--- src/rtl/ram_seq_engine_if.sv ---
// Bundles the command handshake and RAM port of ram_seq_engine.
// master = engine side, slave = control logic / RAM side.
interface ram_seq_engine_if #(
   parameter int unsigned AW = 8,
   parameter int unsigned DW = 64
);
   logic          start;
   logic [1:0]    op;
   logic [AW-1:0] src;
   logic [AW-1:0] dst;
   logic [AW:0]   len;
   logic [DW-1:0] pattern;
   logic          busy;
   logic          done;
   logic [AW:0]   err_cnt;
   logic          ram_cen;
   logic          ram_wen;
   logic [AW-1:0] ram_addr;
   logic [DW-1:0] ram_din;
   logic [DW-1:0] ram_dout;

   modport master (
      input  start, op, src, dst, len, pattern, ram_dout,
      output busy, done, err_cnt, ram_cen, ram_wen, ram_addr, ram_din
   );

   modport slave (
      output start, op, src, dst, len, pattern, ram_dout,
      input  busy, done, err_cnt, ram_cen, ram_wen, ram_addr, ram_din
   );
endinterface

--- src/rtl/ram_seq_engine.sv ---
// Block command engine (FILL / COPY / CHECK) driving a single-port
// synchronous RAM with registered read data.
module ram_seq_engine #(
   parameter int unsigned AW = 8,
   parameter int unsigned DW = 64
) (
   input  logic                 clk,
   input  logic                 reset_n,
   ram_seq_engine_if.master     bus
);
   typedef enum logic [2:0] {
      S_IDLE, S_FILL, S_COPY_RD, S_COPY_WR, S_CHK, S_CHK_DRAIN, S_DONE
   } state_t;

   localparam logic [AW:0] LEN_MAX = {1'b1, {AW{1'b0}}};
   localparam logic [AW:0] ONE     = (AW+1)'(1);

   state_t        state, state_nx;
   logic [AW-1:0] src_r, dst_r;
   logic [AW:0]   len_r, idx, err_r, len_eff;
   logic [DW-1:0] pat_r;
   logic          last, mismatch;

   logic          cen, wen;
   logic [AW-1:0] addr;
   logic [DW-1:0] din;

   always_comb len_eff = (bus.len > LEN_MAX) ? LEN_MAX : bus.len;
   always_comb last     = (idx == len_r - ONE);
   always_comb mismatch = (bus.ram_dout != pat_r);

   always_ff @(posedge clk) begin
      if (!reset_n) state <= S_IDLE;
      else          state <= state_nx;
   end

   always_comb begin
      state_nx = state;
      cen      = 1'b0;
      wen      = 1'b0;
      addr     = '0;
      din      = '0;
      unique case (state)
         S_IDLE: begin
            if (bus.start) begin
               if (len_eff == '0 || bus.op == 2'b11) state_nx = S_DONE;
               else if (bus.op == 2'b00)             state_nx = S_FILL;
               else if (bus.op == 2'b01)             state_nx = S_COPY_RD;
               else                                  state_nx = S_CHK;
            end
         end
         S_FILL: begin
            cen  = 1'b1;
            wen  = 1'b1;
            addr = dst_r + idx[AW-1:0];
            din  = pat_r;
            if (last) state_nx = S_DONE;
         end
         S_COPY_RD: begin
            cen      = 1'b1;
            addr     = src_r + idx[AW-1:0];
            state_nx = S_COPY_WR;
         end
         S_COPY_WR: begin
            // Read data arrives this cycle and is written straight back out.
            cen      = 1'b1;
            wen      = 1'b1;
            addr     = dst_r + idx[AW-1:0];
            din      = bus.ram_dout;
            state_nx = last ? S_DONE : S_COPY_RD;
         end
         S_CHK: begin
            cen  = 1'b1;
            addr = dst_r + idx[AW-1:0];
            if (last) state_nx = S_CHK_DRAIN;
         end
         S_CHK_DRAIN: state_nx = S_DONE;
         S_DONE:      state_nx = S_IDLE;
         default:     state_nx = S_IDLE;
      endcase
   end

   always_ff @(posedge clk) begin
      if (!reset_n) begin
         src_r <= '0;
         dst_r <= '0;
         len_r <= '0;
         pat_r <= '0;
         idx   <= '0;
         err_r <= '0;
      end else begin
         unique case (state)
            S_IDLE: begin
               if (bus.start) begin
                  src_r <= bus.src;
                  dst_r <= bus.dst;
                  len_r <= len_eff;
                  pat_r <= bus.pattern;
                  idx   <= '0;
                  err_r <= '0;
               end
            end
            S_FILL, S_COPY_WR: idx <= idx + ONE;
            S_CHK: begin
               // Data for word idx-1 is on ram_dout; word 0 has not arrived yet.
               idx <= idx + ONE;
               if (idx != '0 && mismatch) err_r <= err_r + ONE;
            end
            S_CHK_DRAIN: if (mismatch) err_r <= err_r + ONE;
            default: ;
         endcase
      end
   end

   assign bus.busy     = (state != S_IDLE);
   assign bus.done     = (state == S_DONE);
   assign bus.err_cnt  = err_r;
   assign bus.ram_cen  = cen;
   assign bus.ram_wen  = wen;
   assign bus.ram_addr = addr;
   assign bus.ram_din  = din;
endmodule

--- src/flat_wrapper.sv ---
// flat-port wrapper written by rule: the top's interface ports become plain ports
module ram_seq_engine_flat 
#(
   parameter int unsigned AW = 8,
   parameter int unsigned DW = 64
)
  (clk, reset_n, bus_start, bus_op, bus_src, bus_dst, bus_len, bus_pattern, bus_ram_dout, bus_busy, bus_done, bus_err_cnt, bus_ram_cen, bus_ram_wen, bus_ram_addr, bus_ram_din);
  ram_seq_engine_if #(.AW(AW), .DW(DW)) bus_i ();
  input  logic clk;
  input  logic reset_n;
  input wire logic [$bits(bus_i.start)-1:0] bus_start;
  input wire logic [$bits(bus_i.op)-1:0] bus_op;
  input wire logic [$bits(bus_i.src)-1:0] bus_src;
  input wire logic [$bits(bus_i.dst)-1:0] bus_dst;
  input wire logic [$bits(bus_i.len)-1:0] bus_len;
  input wire logic [$bits(bus_i.pattern)-1:0] bus_pattern;
  input wire logic [$bits(bus_i.ram_dout)-1:0] bus_ram_dout;
  output wire logic [$bits(bus_i.busy)-1:0] bus_busy;
  output wire logic [$bits(bus_i.done)-1:0] bus_done;
  output wire logic [$bits(bus_i.err_cnt)-1:0] bus_err_cnt;
  output wire logic [$bits(bus_i.ram_cen)-1:0] bus_ram_cen;
  output wire logic [$bits(bus_i.ram_wen)-1:0] bus_ram_wen;
  output wire logic [$bits(bus_i.ram_addr)-1:0] bus_ram_addr;
  output wire logic [$bits(bus_i.ram_din)-1:0] bus_ram_din;
  assign bus_i.start = bus_start;
  assign bus_i.op = bus_op;
  assign bus_i.src = bus_src;
  assign bus_i.dst = bus_dst;
  assign bus_i.len = bus_len;
  assign bus_i.pattern = bus_pattern;
  assign bus_i.ram_dout = bus_ram_dout;
  assign bus_busy = bus_i.busy;
  assign bus_done = bus_i.done;
  assign bus_err_cnt = bus_i.err_cnt;
  assign bus_ram_cen = bus_i.ram_cen;
  assign bus_ram_wen = bus_i.ram_wen;
  assign bus_ram_addr = bus_i.ram_addr;
  assign bus_ram_din = bus_i.ram_din;
  ram_seq_engine #(.AW(AW), .DW(DW)) u_core (.clk(clk), .reset_n(reset_n), .bus(bus_i));
endmodule
--- config.mk ---
export PLATFORM = sky130hd
export DESIGN_NAME = ram_seq_engine_flat
export DESIGN_NICKNAME = d
export VERILOG_FILES = /design/src/rtl/ram_seq_engine_if.sv /design/src/rtl/ram_seq_engine.sv /design/src/flat_wrapper.sv
export SDC_FILE = /design/constraint.sdc
export NUM_CORES = 1
export LEC_CHECK = 0
export ABC_CLOCK_PERIOD_IN_PS = 3780
export BUFFER_PORTS_ARGS = -buffer_cell sky130_fd_sc_hd__buf_2
export CAP_MARGIN = 20
export CORE_MARGIN = 2
export CORE_UTILIZATION = 34
export CTS_CLUSTER_DIAMETER = 60
export DETAILED_ROUTE_END_ITERATION = 8
export PLACE_DENSITY = 0.58
export REMOVE_ABC_BUFFERS = 1
export SETUP_SLACK_MARGIN = 0.15
export SLEW_MARGIN = 20
export SYNTH_ARGS = -nofsm -noshare
export SYNTH_HDL_FRONTEND = slang
export SYNTH_SLANG_ARGS = --single-unit
--- constraint.sdc ---
create_clock -name clk -period 3.78 [get_ports clk]
set_input_delay 0.378 -clock clk [delete_from_list [all_inputs] [get_ports clk]]
set_output_delay 0.378 -clock clk [all_outputs]
set_load 0.02 [all_outputs]
==> results.json, run 1 <==
{
  "outcome": "completed",
  "min_period_over_period": 0.922,
  "numPlacedInstances": 1309,
  "synth_area_mm2": 0.00677,
  "relSlewSlack": 0.428,
  "cts_tree": "done",
  "crit_path_start_kind": "flip-flop",
  "synth_compound_area_frac": 0.148,
  "p_leak_nw": 3.52,
  "drt_first_iter_violations": 230,
  "area_delta_synth_final_pct": 27.2,
  "end_kind": "primary output",
  "hold_depth": 3,
  "dp_hpwl_um": 13700,
  "ys_types": 56,
  "vias": 6459,
  "worstMarginPinSlew_ns": 0.858,
  "first_global_vias": 6145,
  "synth_async_sr_flop_share": 0,
  "die-area_mm2": 0.0211,
  "path_buf_inv": 4,
  "min-delay-start": "bus_src[7]",
  "setup_violations": 0,
  "nets": 1230,
  "crit_family": "simple AND/OR/NAND/NOR gates",
  "yosysTopAreaCell": "dfxtp_1",
  "synth_edf_count": 0,
  "die-width_um": 145,
  "antenna_found_initial": 5,
  "synth-simple-area-share": 0.243,
  "cp_max_fo": 11,
  "routedWlPerCell_um": 14.7,
  "synth_area_leaders": "dfxtp_1 33%, nand2_1 10%, mux2i_1 10%, a21boi_0 10%, xnor2_1 9.4%",
  "synth.top_cells.by_count": "186 x nand2_1, 110 x dfxtp_1, 91 x a21boi_0, 84 x nor2_1, 73 x xnor2_1",
  "gp_congestion": 0.799,
  "cp-startpoint": "u_core.state[2]$_SDFFE_PN0P_",
  "via_per_inst": 4.85,
  "cts_root_buf": "clkbuf_16",
  "start_util": 0.347,
  "synthAdderAreaFrac": 0.0233,
  "finalMaxSlewViolations": 0,
  "cts.sinks": 110,
  "coreArea_mm2": 0.0195,
  "ys_seq_area_frac": 0.325,
  "power_mw": 3.66,
  "synthFlopType": "dfxtp_1",
  "final_hold_viol_count": 0,
  "crit_chain": "buf_6 -> nand2b_2 -> o21ai_4 -> buf_4 -> mux2_2 -> ha_1 -> inv_1 -> fa_1 -> nor2b_2 -> o21ai_1 -> a21boi_1 -> o21ai_1 -> nor3b_2 -> nor3_1 -> buf_2",
  "max_freq_ghz": 0.287,
  "h-tree-depth": 3,
  "ys_ff_latch": 110,
  "ir_worst_vdd_mv": 0.253,
  "layout-drive-gt1-share": 0.273,
  "synth_xor_area_frac": 0.107,
  "rr_startpoint": "u_core.pat_r[3]$_SDFFE_PN0P_",
  "syn_inst": 846,
  "fin_cells": 1332,
  "pin_count": 243,
  "finClkSkew_ns": 0.00960,
  "routed_wl_um": 19600,
  "rsz0062_at_grt": "false",
  "required_ns": 3.40,
  "clock_latency_ns": 0.35,
  "numPortBuffers": 242,
  "cp.arrival_ns": 3.11,
  "path_clk_slew_ns": 0.07,
  "grt.total_usage": 0.182,
  "drcViolationCount": 0,
  "p_per_area_mw_per_mm2": 425,
  "drv_cap": 0,
  "cts_buffers": 9,
  "synth_warnings": 0,
  "syn_avg_cell_area_um2": 8.00,
  "synth_top_cell_area_share": 0.325,
  "firstDrtPassIters": 4,
  "ant_nets": 0,
  "grt_pass1_wl_um": 31500,
  "holdWs_ns": 0.273,
  "crit_path_max_incr_delay_ns": 0.39,
  "grt-ovfl-total": 0,
  "tns_ns": 0,
  "cts_max_path_buffers": 2,
  "yosysMostFrequentCell": "nand2_1",
  "fp.dieH_um": 145,
  "num_rows": 51,
  "cp_common_cell": "o21ai_1",
  "path_class": "reg2out",
  "grt_start_max_net_pins": 96,
  "min_period_ns": 3.49,
  "crit_cells": 15,
  "cpMaxStageDelayCell": "fa_1",
  "r2r_cells": 6,
  "synthMuxAreaShare": 0.114,
  "hold_path.class": "in2reg",
  "synth_top_family_by_area": "simple AND/OR/NAND/NOR gates"
}
==> cells by family after synthesis <==
group | count (synthesis)
AND/OR/NAND/NOR | 363
AO/OA/AOI/OAI | 136
flip-flops | 110
XOR/XNOR | 83
multiplexers | 76
buffers and inverters | 66
adder cells (fa/ha/maj) | 12
==> where the power goes <==
part	switching [mW]	leakage, nW	internal, mW
clock	0.434	0.147	0.582
combinational	0.714	2.47	0.533
sequential	0.116	0.900	1.28
total	1.26	3.52	2.39
==> per-layer routing <==
metal	global-route usage	part of all wire	wire, um
met5	0	0.0015	30
met4	0.0603	0.021	420
met3	0.0412	0.049	958
met2	0.299	0.46	9030
met1	0.236	0.47	9120
==> through the flow <==
stage,utilization,setup slack [ns],cell area (um2)
final,0.441,0.294,8610
after global routing,0.441,0.154,8610
after CTS,0.437,0.161,8540
after detailed placement,0.420,0.214,8200
after global placement,0.420,0.257,8200
after floorplan,-,-3.00,6550
==> final cells by class <==
| type | instances | area [um2] |
|---|---|---|
| flip-flops and latches | 110 | 2210 |
| inverters | 13 | 48.8 |
| clock inverters | 3 | 68.8 |
| diodes | 3 | 7.51 |
| well taps | 265 | 332 |
| fillers | 2085 | 10900 |
| multi-input cells | 670 | 4350 |
| clock buffers | 12 | 236 |
| repair buffers | 256 | 1360 |
==> cell usage in the layout, fill, tap and decap left out, types with 3 or more instances in the layout <==
cell type  netlist  final
buf_4            0      9
o2111ai_1        3      3
inv_1           13     13
or3_1            3      3
xnor2_1         73     73
nor4_1           9      9
o31ai_1          3      3
nor2b_1          5      4
diode_2          0      3
mux2i_1         69     69
and2_1           3      3
dfxtp_1        110    108
xor2_1          10     10
nand4_1         19     19
clkbuf_16        0      9
a21boi_0        91     90
nand2b_1         8      6
nor2_1          84     84
ha_1            11     11
nand3_1         10     10
a21oi_1          9      8
and3_1           3      3
buf_12           0      3
nand3b_1        11     11
nor3_1          10     10
clkbuf_1        27      3
mux2_2           7      7
nand2_1        186    186
buf_2           16    242
o21ai_0          8      5
o211ai_1         3      3
==> path summary, 6_finish.rpt <==
check / endpoint / slack (ns)
min: u_core.src_r[7]$_SDFFE_PN0P_ / 0.27
max reg2reg: u_core.bus.err_cnt[8]$_SDFFE_PN0P_ / 1.55
min reg2reg: u_core.dst_r[5]$_SDFFE_PN0P_ / 0.47
max: bus_ram_addr[6] / 0.29
==> worst min-delay path: stages <==
cell and delay [ns]:
buf_2 0.09, nand2_1 0.04, a21boi_0 0.06
==> registers in the layout (all words and copies together) (netlist names) <==
register,count
u_core.dst_r,8
u_core.idx,9
u_core.len_r,9
u_core.bus.err_cnt,9
u_core.state,3
u_core.pat_r,64
u_core.src_r,8
==> timing repair <==
action / in CTS / in global routing
hold buffers: 0 / 0
setup buffers: 2 / 2
gates cloned: 0 / 0
pin swaps: 2 / 5
gates resized for setup: 5 / 11
setup endpoints to repair: 2 / 2
No activity file was read; power rests on OpenSTA's default activity.
==> run 2: changes to the inputs <==
--- a/config.mk
+++ b/config.mk
@@ -8,11 +8,12 @@
 export ABC_CLOCK_PERIOD_IN_PS = 3780
 export BUFFER_PORTS_ARGS = -buffer_cell sky130_fd_sc_hd__buf_2
 export CAP_MARGIN = 20
+export CORE_ASPECT_RATIO = 0.7
 export CORE_MARGIN = 2
-export CORE_UTILIZATION = 34
+export CORE_UTILIZATION = 40
 export CTS_CLUSTER_DIAMETER = 60
 export DETAILED_ROUTE_END_ITERATION = 8
-export PLACE_DENSITY = 0.58
+export PLACE_DENSITY = 0.67
 export REMOVE_ABC_BUFFERS = 1
 export SETUP_SLACK_MARGIN = 0.15
 export SLEW_MARGIN = 20
==> run 2 against run 1 <==
  * Count of clock-buffer cells in the layout decreased by 2
  * Sequential share of layout area increased by 0.23 points
  * Worst hold slack about the same
  * Combinational power about the same
  * Worst setup slack improved by 0.048 ns
  * Core utilization increased by 7.8 points
  * Power about the same
  * Global-route usage increased by 2.1 points
  * Critical path type unchanged
==> results.json, run 2 (same netlist as run 1, synthesis figures left out) <==
{
  "vias": 6412,
  "clock_latency_ns": 0.35,
  "die-area_mm2": 0.0180,
  "layout_common_cells": "242 x buf_2, 186 x nand2_1, 109 x dfxtp_1",
  "gp_congestion": 0.864,
  "coreArea_mm2": 0.0164,
  "crit_path_start_kind": "flip-flop",
  "numPortBuffers": 242,
  "antenna_found_initial": 0,
  "min_period_ns": 3.44,
  "num_rows": 39,
  "grt-ovfl-total": 0,
  "relSlewSlack": 0.351,
  "cp.arrival_ns": 3.06,
  "min_period_over_period": 0.910,
  "dp_hpwl_um": 13900,
  "max_freq_ghz": 0.291,
  "rsz0062_at_grt": "false",
  "top_register": "u_core.pat_r",
  "fp.dieH_um": 113,
  "holdWs_ns": 0.273,
  "ctsHoldBuffers": 0,
  "drcViolationCount": 0,
  "grt.total_usage": 0.203,
  "final_hold_viol_count": 0,
  "pin_count": 243,
  "area_delta_synth_final_pct": 26.0,
  "hold_depth": 3,
  "routed_wl_um": 19000,
  "cp_max_fo": 3,
  "placed_cell_area_mm2": 0.00813,
  "end_kind": "primary output",
  "outcome": "completed",
  "p_per_area_mw_per_mm2": 429,
  "die-width_um": 159,
  "cts_max_path_buffers": 2,
  "layout-drive-gt1-share": 0.273,
  "h-tree-depth": 3,
  "p_leak_nw": 3.52,
  "cts_tree": "done",
  "start_util": 0.412,
  "design_area_mm2": 0.00853,
  "finClkSkew_ns": 0.0109,
  "nets": 1230,
  "grt_start_max_net_pins": 71,
  "finalMaxSlewViolations": 0,
  "path_clk_slew_ns": 0.08,
  "drt_first_iter_violations": 273,
  "routedWlPerCell_um": 14.7,
  "largest_register_ffs": 64,
  "final_common_cell": "buf_2",
  "drv_cap": 0,
  "cts_buffers": 9,
  "grt_pass1_wl_um": 29600,
  "required_ns": 3.40,
  "setup_violations": 0,
  "cts_root_buf": "clkbuf_16",
  "r2r_cells": 8,
  "ant_nets": 0,
  "via_per_inst": 4.97,
  "ir_worst_vdd_mv": 0.274,
  "first_global_vias": 5920,
  "worstMarginPinSlew_ns": 0.973,
  "cts.sinks": 110,
  "hold_path.class": "in2reg",
  "path_class": "reg2out",
  "firstDrtPassIters": 4
}
==> run 2: cell count changes in the layout (fill, tap and decap cells not counted), sizes merged <==
cell	before	now
diode	3	1
inv	14	15
clkinv	0	2
clkbuf	12	10
==> run 2: metrics by stage <==
step	cells	setup TNS, ns	util	total power, mW	worst slack, ns
after global routing	1290	0	0.518	3.88	0.182
after detailed placement	1270	0	0.495	2.62	0.238
after global placement	1270	0	0.495	2.60	0.288
final	1291	0	0.518	3.66	0.341
after floorplan	793	-245.40	-	2.26	-3.00
after CTS	1290	0	0.517	3.70	0.273
==> run 2: layout make-up <==
| type | instances | area [um2] |
|---|---|---|
| repair buffers | 256 | 1320 |
| clock inverters | 6 | 91.3 |
| flip-flops and latches | 110 | 2210 |
| diodes | 1 | 2.50 |
| clock buffers | 10 | 239 |
| multi-input cells | 670 | 4340 |
| fillers | 1646 | 7920 |
| well taps | 225 | 282 |
| inverters | 13 | 48.8 |
==> run 2: worst max-delay path, stage by stage (launching register included) <==
cell,delay [ns]
dfxtp_4,0.35
nand2b_1,0.18
o21ai_2,0.22
buf_4,0.15
mux2_2,0.32
ha_1,0.21
a21o_1,0.17
a21oi_2,0.20
o21ai_2,0.11
a2111oi_4,0.36
nor4_1,0.10
nor3_1,0.16
buf_2,0.19
==> run 2: repair_timing <==
item,in CTS,in global routing
endpoints found under the setup margin,2,2
gates resized for setup,4,5
buffers inserted,4,0
pin swaps,2,2
==> run 2: final timing paths <==
| check | startpoint | end | slack (ns) |
|---|---|---|---|
| hold reg to reg | u_core.dst_r[0]$_SDFFE_PN0P_ | u_core.dst_r[0]$_SDFFE_PN0P_ | 0.47 |
| hold / removal | bus_pattern[31] | u_core.pat_r[31]$_SDFFE_PN0P_ | 0.27 |
| setup reg to reg | u_core.state[1]$_SDFFE_PN0P_ | u_core.bus.err_cnt[2]$_SDFFE_PN0P_ | 0.95 |
| setup / recovery | u_core.state[1]$_SDFFE_PN0P_ | bus_ram_addr[7] | 0.34 |
==> run 2: where the power goes <==
group          total (mW)  switching, mW  internal, mW
clock network        1.04          0.439         0.605
logic                1.22          0.713         0.512
registers            1.39          0.111          1.28
==> run 2: per-layer routing <==
| metal | up-vias | part of all wire | track usage | wire [um] |
|---|---|---|---|---|
| met3 | 25 | 0.070 | 0.0513 | 1330 |
| met1 | 2879 | 0.49 | 0.284 | 9350 |
| met2 | 211 | 0.42 | 0.310 | 7970 |
| met5 | - | 0 | 0 | 0 |
| li1 | 3297 | - | - | - |
| met4 | 0 | 0.018 | 0.0558 | 342 |
